<file path="src/rtl/power_result_sink.sv">
// Receive-side sink for the power block's result stream: a first-word-fall-through FIFO
// with a valid/ready output port, plus accept/drop accounting because the upstream cannot stall.
module power_result_sink #(
  parameter int DATA_WIDTH = 64,
  parameter int DEPTH      = 8,
  parameter int CNT_WIDTH  = 32
) (
  input  logic                    clk,
  input  logic                    reset_n,
  input  logic                    i_valid,
  input  logic [DATA_WIDTH-1:0]   i_data,
  input  logic                    i_clear,
  output logic                    o_valid,
  output logic [DATA_WIDTH-1:0]   o_data,
  input  logic                    i_ready,
  output logic [$clog2(DEPTH):0]  o_level,
  output logic                    o_full,
  output logic                    o_overflow,
  output logic [CNT_WIDTH-1:0]    o_accept_cnt,
  output logic [CNT_WIDTH-1:0]    o_drop_cnt
);

  localparam int PTR_W = $clog2(DEPTH);
  localparam int LVL_W = PTR_W + 1;

  logic [DATA_WIDTH-1:0] mem_q [DEPTH];

  logic [PTR_W-1:0]     wr_ptr_q, wr_ptr_d;
  logic [PTR_W-1:0]     rd_ptr_q, rd_ptr_d;
  logic [LVL_W-1:0]     level_q, level_d;
  logic                 overflow_q, overflow_d;
  logic [CNT_WIDTH-1:0] accept_q, accept_d;
  logic [CNT_WIDTH-1:0] drop_q, drop_d;

  logic full;
  logic pop;
  logic push;
  logic drop;

  // A full FIFO still accepts a beat when the head leaves in the same cycle.
  assign full = (level_q == LVL_W'(DEPTH));
  assign pop  = (level_q != '0) && i_ready;
  assign push = i_valid && (!full || pop);
  assign drop = i_valid && full && !pop;

  always_comb begin
    wr_ptr_d   = wr_ptr_q;
    rd_ptr_d   = rd_ptr_q;
    level_d    = level_q;
    overflow_d = overflow_q;
    accept_d   = accept_q;
    drop_d     = drop_q;

    if (i_clear) begin
      wr_ptr_d   = '0;
      rd_ptr_d   = '0;
      level_d    = '0;
      overflow_d = 1'b0;
      accept_d   = '0;
      drop_d     = '0;
    end else begin
      if (push) begin
        wr_ptr_d = wr_ptr_q + PTR_W'(1);
      end
      if (pop) begin
        rd_ptr_d = rd_ptr_q + PTR_W'(1);
      end

      case ({push, pop})
        2'b10:   level_d = level_q + LVL_W'(1);
        2'b01:   level_d = level_q - LVL_W'(1);
        default: level_d = level_q;
      endcase

      // Counters stick at all-ones rather than wrapping.
      if (push && (accept_q != '1)) begin
        accept_d = accept_q + CNT_WIDTH'(1);
      end
      if (drop) begin
        overflow_d = 1'b1;
        if (drop_q != '1) begin
          drop_d = drop_q + CNT_WIDTH'(1);
        end
      end
    end
  end

  always_ff @(posedge clk or negedge reset_n) begin
    if (!reset_n) begin
      wr_ptr_q   <= '0;
      rd_ptr_q   <= '0;
      level_q    <= '0;
      overflow_q <= 1'b0;
      accept_q   <= '0;
      drop_q     <= '0;
    end else begin
      wr_ptr_q   <= wr_ptr_d;
      rd_ptr_q   <= rd_ptr_d;
      level_q    <= level_d;
      overflow_q <= overflow_d;
      accept_q   <= accept_d;
      drop_q     <= drop_d;
    end
  end

  // Storage carries no reset; occupancy alone decides what is valid.
  always_ff @(posedge clk) begin
    if (push && !i_clear) begin
      mem_q[wr_ptr_q] <= i_data;
    end
  end

  assign o_valid      = (level_q != '0);
  assign o_data       = mem_q[rd_ptr_q];
  assign o_level      = level_q;
  assign o_full       = full;
  assign o_overflow   = overflow_q;
  assign o_accept_cnt = accept_q;
  assign o_drop_cnt   = drop_q;

endmodule

</file>
<file path="config.mk">
export PLATFORM = sky130hd
export DESIGN_NAME = power_result_sink
export DESIGN_NICKNAME = d
export VERILOG_FILES = /design/src/rtl/power_result_sink.sv
export SDC_FILE = /design/constraint.sdc
export NUM_CORES = 1
export LEC_CHECK = 0
export BUFFER_PORTS_ARGS = -buffer_cell sky130_fd_sc_hd__clkbuf_2
export CAP_MARGIN = 20
export CORE_MARGIN = 2
export CORE_UTILIZATION = 59
export DETAILED_ROUTE_END_ITERATION = 12
export PLACE_DENSITY = 0.79
export REMOVE_ABC_BUFFERS = 1
export SETUP_SLACK_MARGIN = 0.15
export SYNTH_ARGS = -nofsm -noshare
export SYNTH_HDL_FRONTEND = slang
export SYNTH_SLANG_ARGS = --single-unit
</file>
<file path="constraint.sdc">
create_clock -name clk -period 7 [get_ports clk]
set_clock_uncertainty 0.05 [all_clocks]
set_input_delay 0.35 -clock clk [delete_from_list [all_inputs] [get_ports clk]]
set_output_delay 0.35 -clock clk [all_outputs]
set_load 0.05 [all_outputs]
</file>
==> results of run 1 <==
[state kept, by name, indices dropped and copies added, names as in the netlist]
register      count
o_overflow        1
rd_ptr_q          3
mem_q           512
wr_ptr_q          3
o_drop_cnt       32
o_accept_cnt     32
o_level           4
[cells by family (layout without fill, tap and decap cells)]
family / Yosys count / after routing
flip-flops: 587 / 587
AO/OA/AOI/OAI: 99 / 99
XOR/XNOR: 14 / 14
buffers and inverters: 70 / 397
multiplexers: 209 / 209
adder cells (fa/ha/maj): 7 / 7
other: 0 / 2
AND/OR/NAND/NOR: 226 / 226
[cells in the mapped netlist (13+ instances only)]
library cell                 n
sky130_fd_sc_hd__mux4_2    128
sky130_fd_sc_hd__nor2b_1    13
sky130_fd_sc_hd__dfrtp_1    75
sky130_fd_sc_hd__or4_1      13
sky130_fd_sc_hd__nand4_1    19
sky130_fd_sc_hd__nand3_1    25
sky130_fd_sc_hd__o21ai_0    32
sky130_fd_sc_hd__nor2_1     41
sky130_fd_sc_hd__mux2_2     76
sky130_fd_sc_hd__nand2_1    32
sky130_fd_sc_hd__or3_1      34
sky130_fd_sc_hd__edfxtp_1  512
sky130_fd_sc_hd__buf_1      16
sky130_fd_sc_hd__clkbuf_1   37
sky130_fd_sc_hd__a21oi_1    45
[layer usage]
layer,up-vias,track usage,part of all wire,wire length (µm)
met1,6536,0.338,0.39,19800
met5,-,0,0,0
met4,0,0.0623,0.023,1180
met2,521,0.419,0.50,25400
li1,5516,-,-,-
met3,85,0.0559,0.078,3950
[final cells by class]
class / count / share of cell area
diodes: 2 / 0.000181
clock buffers: 69 / 0.0536
clock inverters: 36 / 0.0158
inverters: 9 / 0.00122
multi-input cells: 555 / 0.214
flip-flops and latches: 587 / 0.625
well taps: 518 / 0.0235
repair buffers: 283 / 0.0662
[layout by cell type (no fill, tap or decap), drive strengths merged, types with 4 or more instances in the layout]
| cell type | instances |
|---|---|
| and4 | 9 |
| nand2 | 32 |
| o21ai | 32 |
| clkinvlp | 5 |
| xnor2 | 6 |
| dfrtp | 75 |
| a21oi | 45 |
| mux4 | 128 |
| dlygate4sd3 | 63 |
| nor2 | 41 |
| and3 | 6 |
| inv | 11 |
| buf | 18 |
| nand2b | 4 |
| o31ai | 12 |
| or4 | 14 |
| nor4 | 8 |
| mux2 | 76 |
| ha | 6 |
| nand4 | 19 |
| clkbuf | 271 |
| edfxtp | 512 |
| nor2b | 13 |
| or3 | 35 |
| bufinv | 9 |
| nand3 | 26 |
| nor3 | 8 |
| clkinv | 20 |
| mux2i | 5 |
| xor2 | 8 |
[power groups by stage]
stage / Clock, mW / Sequential [mW] / Combinational [mW]
2_1_floorplan: 0 / 4.25 / 1.51
3_3_place_gp: 0 / 4.12 / 1.91
3_5_place_dp: 0 / 4.13 / 1.93
4_1_cts: 3.17 / 4.06 / 1.98
5_1_grt: 3.30 / 4.01 / 2.16
6_report: 3.13 / 4.00 / 2.04
[through the flow]
stage | instance area [µm²] | instances | hold slack (ns)
3_5_place_dp | 25000 | 1887 | 0.449
4_1_cts | 27500 | 2055 | 0.00185
3_3_place_gp | 25000 | 1886 | 0.439
2_1_floorplan | 23100 | 1151 | 0.00441
5_1_grt | 27600 | 2057 | 0.0132
6_report | 27600 | 2059 | 0.0350
[path summary, 6_finish.rpt]
kind,from,end,slack [ns],depth (start not counted)
worst max-delay path,rd_ptr_q[1],o_data[38],3.01,4
worst min-delay path,i_data[26],mem_q[5][26],0.04,1
worst max register to register,o_level[0],mem_q[2][16],3.65,5
worst min register to register,o_overflow,o_overflow,0.45,2
max in group asynchronous,reset_n,rd_ptr_q[0],5.74,2
min in group asynchronous,reset_n,o_drop_cnt[0],0.40,2
==> run summary, run 1 <==
In the post-route analysis, the smallest setup slack over all paths is 3.01 ns. The final period demand of the worst path is 3.99 ns. The top flip-flop cell by instance count after synthesis is sky130_fd_sc_hd__edfxtp_1. Of the total power, registers draw 0.436. The total number of vias is 12700.

The floorplan step set the die height to 203 µm. The global placement routability congestion is 0.826. The initial utilization of the core area, before any placement, comes to 0.601. Summed over all instances, the cell type with the most area after synthesis is sky130_fd_sc_hd__edfxtp_1. The net load switching power is 2.63 mW. In this run the static leakage power is 9.33 nW. The number of enable flip-flop cells after synthesis came out at 512.

The worst-case setup slack after placement is 3.56 ns. The fraction of the yosys area taken by sequential cells is 0.738. The first global-routing pass estimated 77200 µm of wire. The number of setup violations in the final report came out at 0. Max-cap violations in this run came to 0. Once layout is complete, the utilization of the core stands at 0.709. The worst IR drop on VDD came out at 0.000181 V. The portion of netlist area occupied by mux cells is 0.162. Broken down by cell family, the worst path's largest delay share belongs to buffers and inverters.

The fraction of synthesis flops using an asynchronous set or reset pin came out at 0.128. The floorplan die area is 41300 µm². The average detailed-routed wire length per instance is 24.4 µm.

The data arrival time of the critical path came out at 3.59 ns. The slowest stage of the critical path belongs to the cell sky130_fd_sc_hd__dfrtp_4. The final-layout fill cell count came out at 2366.

The proportion of layout cells with a drive suffix above 1 came out at 0.349. The mean instance size in the synthesized netlist came out at 19.3 µm². In this run the deepest clock path goes through 3 buffers. The first-pass iteration count of the detailed router is 5. In this run the remaining antenna-violating nets after routing total 0. The number of buffers inserted by port buffering came out at 203. The via-per-instance ratio came out at 6.15. The post-synthesis adder-cell area fraction is 0.00407.

The row count came out at 72. The synthesized cell area came out at 23400 µm². The top fanout value on the critical path is 70. Dividing total power by cell area gives a power density of 332 nW/µm². The simple-gate portion of the synthesized area came out at 0.0545. The final hold violation count was 0.

The slew at the pin closest to its max-slew limit came out at 1.09 ns. STA puts the critical path data required time at 6.60 ns. The maximum level of the CTS H-tree came out at 2.

For this run, the slowest stage of the critical path takes 1.02 ns. For this run, design rule violations remaining after detail routing come to 0. The via count of the first global-routing pass is 13100.

The post-CTS setup buffer count came out at 0. The floorplan core area came out at 38900 µm². TritonCTS created 56 clock buffers. The number of buffers and inverters on the critical path is 2. From synthesis to final layout, the design area changed by 18.0%.

The total congestion overflow after global routing came out at 0. The clock input transition at the sequential cells of the worst setup and hold paths is 0.06 ns. The share of synthesized area in the top cell type comes to 0.657. In this run, post-CTS repair resized a total of 0 instances. The clock sink count is 587. Clock tree synthesis selected as its root buffer the cell sky130_fd_sc_hd__clkbuf_16.

The post-layout total power came out at 9.17 mW. The relative slew slack came out at 0.267. The overall track demand over capacity in global routing came out at 0.250. The maximum number of pins on one net before global-route repair came out at 90. Walking the worst path, the cells encountered are buf_4 -> mux4_2 -> mux2_2 -> clkbuf_2. The distinct cell type count of the synthesized netlist is 50. The hold-fix buffer count after cts came out at 63. The worst setup path is captured at an output pin. The register bit total from synthesis is 587. By area, the combinational part of the netlist is dominated by multiplexers. The I/O pin count is 204.

The number of nets in the finished design came out at 1568. The post-synthesis compound-gate area fraction is 0.0240. Of the total synthesized cell area, the portion taken by XOR and XNOR cells is 0.00524. The area of the multi-input gates came out at 5910 µm². Of the total power, the share spent switching nets is 0.287.

Of the available clock period, the critical path in the final layout requires 0.570. The internal power came out at 6.54 mW. The worst setup path is launched from a register. The post-detailed-routing wire length is 50300 µm. The count of pins over their slew limit is 0. The final setup TNS came out at 0 ns. The min-delay analysis places its worst path in the category in -> reg.

The critical path is of the reg -> out type. The floorplan die width came out at 203 µm. The flow ran to the end, and the final reports show no timing, DRC or antenna violations.

The number of antenna violations at the first check in global routing is 2. The gate count after technology mapping came out at 1212. Timing would allow up to 251 MHz. Yosys attributes the largest share of cell area to sky130_fd_sc_hd__edfxtp_1 66%, sky130_fd_sc_hd__mux4_2 12%, sky130_fd_sc_hd__dfrtp_1 8.0%. The clock network power share came out at 0.341. TritonCTS built the clock tree. The combinational share of power came out at 0.223.

The violation count after the first detailed-routing iteration came out at 906. Setup repair after global routing left no endpoint under its margin. The clock insertion delay at the later pin of the skew report is 0.60 ns.

The count of yosys warnings during synthesis came out at 0. Registers take 17300 µm². The HPWL after detailed placement came out at 26600 µm.
Note: power is estimated with default switching activity, not from simulation.
==> inputs of run 2 (changes only) <==
--- a/config.mk
+++ b/config.mk
@@ -8,9 +8,9 @@
 export BUFFER_PORTS_ARGS = -buffer_cell sky130_fd_sc_hd__clkbuf_2
 export CAP_MARGIN = 20
 export CORE_MARGIN = 2
-export CORE_UTILIZATION = 59
+export CORE_UTILIZATION = 54
 export DETAILED_ROUTE_END_ITERATION = 12
-export PLACE_DENSITY = 0.79
+export PLACE_DENSITY = 0.76
 export REMOVE_ABC_BUFFERS = 1
 export SETUP_SLACK_MARGIN = 0.15
 export SYNTH_ARGS = -nofsm -noshare
==> constraint.sdc (replaced) <==
create_clock -name clk -period 3.3 [get_ports clk]
set_clock_uncertainty 0.05 [all_clocks]
set_input_delay 0.165 -clock clk [delete_from_list [all_inputs] [get_ports clk]]
set_output_delay 0.165 -clock clk [all_outputs]
set_load 0.05 [all_outputs]
==> run 2 against run 1 <==
- die area is 9.1% higher
- final area is 0.72% higher
- utilization is 6.1 points lower
- final cell count is 3.5% higher
- critical path depth stayed put
- count of clock-buffer cells in the layout stayed put
- largest cell class unchanged
- highest routed layer is now met5
==> run summary, run 2 (synthesis results as in run 1) <==
The number of setup violations in the final report came out at 0. The leakage power came out at 9.37 nW. Of the total power, combinational logic draws 0.230. The worst IR drop on VDD is 0.000674 V. The post-detailed-routing wire length is 48200 µm.

The number of antenna violations at the first check in global routing came out at 4. The first-pass iteration count of the detailed router came out at 5. The wire length of the first global-routing pass is 73600 µm.

The proportion of layout cells with a drive suffix above 1 is 0.346. The total number of vias is 12600. Of the total power, the clock network draws 0.333.

In this run the power density over the cells is 691 nW/µm². The critical path starts at rd_ptr_q[0]. The cell depth of the worst flop-to-flop path is 5. The core region is 42900 µm². The row count is 76. STA classifies the critical path endpoint as an output pin. The via count of the first global-routing pass was 12800. In the layout the commonest cells are 512 x sky130_fd_sc_hd__edfxtp_1, 202 x sky130_fd_sc_hd__clkbuf_2, 128 x sky130_fd_sc_hd__mux4_2. The final setup TNS came out at 0 ns.

In this run the critical register-to-register path is captured at mem_q[2][41]. For this run, the top clock speed supported by timing is 333 MHz. The height of the die came out at 212 µm.

The DRC violation count after routing came out at 0. The floorplan step set the die width to 212 µm. The data arrival time of the critical path is 2.79 ns. The clock insertion delay at the later pin of the skew report came out at 0.60 ns. The CTS tree is built. The wire-length estimate of the detail-placed layout is 25900 µm. The sequential power share came out at 0.437. Entering global routing, the biggest net connects 93 pins. The total congestion overflow after global routing is 0. The maximum buffer depth of the clock tree came out at 3. The worst-case setup slack after placement came out at 0.353 ns. Leaving out fill and tap cells, the most frequent cell in the layout is sky130_fd_sc_hd__edfxtp_1.

Compared with the post-synthesis result, the final layout area differs by 18.9%. The number of nets in the finished design is 1579. The final hold violation count was 0. The average detailed-routed wire length per instance came out at 22.6 µm. The slew at the pin closest to its max-slew limit came out at 0.994 ns. Counting flops per register, the top entry is mem_q. In this run the most critical hold path is launched from i_clear.

The tree is rooted in a sky130_fd_sc_hd__clkbuf_16. The global placement routability congestion came out at 0.831. Max-cap violations in this run came to 0. The worst hold margin is 0.194 ns. The register with the most flip-flops in the layout has 512 of them. The top fanout value on the critical path came out at 74.

Using the TritonRoute via totals, the vias-per-cell ratio works out to 5.89. The worst register-to-register path begins at o_level[0]. The number of buffers inserted by port buffering came out at 203. The design area is 27800 µm². Across all register-to-register paths, the minimum setup slack is 0.58 ns.

The worst min-delay path category is in -> reg. The number of gates given a new drive strength after cts is 0. The count of pins over their slew limit came out at 0. The switching portion of total power is 0.288.

The net load switching power came out at 5.53 mW. The number of stages on the worst hold path came out at 3. The initial standard-cell utilization of the core came out at 0.545. The standard cell area after detailed placement is 25200 µm². The relative slew slack is 0.336. Once detail routing completed, the nets flagged for antenna violations numbered 0. The violation count after the first detailed-routing iteration came out at 932. Setup repair after global routing left no endpoint under its margin. The worst hold path terminates at mem_q[2][13].

The clock input transition at the sequential cells of the worst setup and hold paths is 0.06 ns. In the finished design, the share of the clock period the worst path needs comes to 0.909. The final period demand of the worst path came out at 3.00 ns.

The internal power of the cells totals 13.7 mW. STA classifies the critical path startpoint as a register. The flow ran to the end, and the final reports show no timing, DRC or antenna violations.

The finished layout holds 2132 standard cells, fillers aside. 204 I/O pins were placed. The count of placed standard cells including taps is 1959.

After clock tree synthesis, the setup repair step added 0 buffers. The clock sink count came out at 587. By startpoint and endpoint, the worst setup path is classified as reg -> out. CTS built an H-tree with a depth of 2. The overall track demand over capacity in global routing came out at 0.217. The data required time of the worst path came out at 3.08 ns. Clock tree synthesis inserted a total of 57 buffers. In the post-route analysis, the smallest setup slack over all paths is 0.299 ns.

The die covers 45000 µm².
run 2: repair_timing:
item,in CTS,in global routing
hold endpoints to repair,590,0
setup endpoints to repair,0,0
hold buffers,67,0
run 2: critical path, cell delays in order (launching register included):
cell and delay [ns]:
sky130_fd_sc_hd__dfrtp_4 0.48, sky130_fd_sc_hd__buf_12 0.50, sky130_fd_sc_hd__mux4_2 0.59, sky130_fd_sc_hd__mux2_2 0.30, sky130_fd_sc_hd__clkbuf_2 0.24
run 2: cell type report:
type	count	area, µm²
Sequential cell	587	17300
Fill cell	2807	15100
Timing Repair Buffer	293	2020
Clock inverter	32	343
Multi-Input combinational cell	555	5910
Inverter	9	33.8
Tap cell	585	732
Antenna cell	2	5.00
Clock buffer	69	1490
run 2: metal layers:
metal	part of all wire	GRT usage	up-vias
met1	0.41	0.295	6541
met5	0.00044	0	-
li1	-	-	5532
met3	0.068	0.0462	78
met2	0.50	0.357	398
met4	0.021	0.0646	4
run 2: stage by stage:
step | total power, mW | utilization
after floorplan | 11.9 | -
after global placement | 12.9 | 0.588
after detailed placement | 12.9 | 0.588
after CTS | 19.4 | 0.647
after global routing | 19.9 | 0.648
final | 19.2 | 0.648
run 2: worst max path at each step:
stage / depth (start not counted) / to / slack, ns
after global placement: 5 / o_accept_cnt[27] / 0.46
final: 4 / o_data[19] / 0.30
after global routing: 4 / o_data[19] / 0.16
after floorplan: 4 / mem_q[0][0] / -3.23
after CTS: 4 / o_data[19] / 0.23
after detailed placement: 5 / o_accept_cnt[27] / 0.35
run 2: power by group through the flow:
stage	Clock, mW	Sequential, mW	Combinational [mW]
global placement	0	8.53	4.34
floorplan	0	8.96	2.90
finish	6.39	8.39	4.42
detailed placement	0	8.55	4.38
CTS	6.52	8.40	4.47
global route	6.78	8.41	4.67
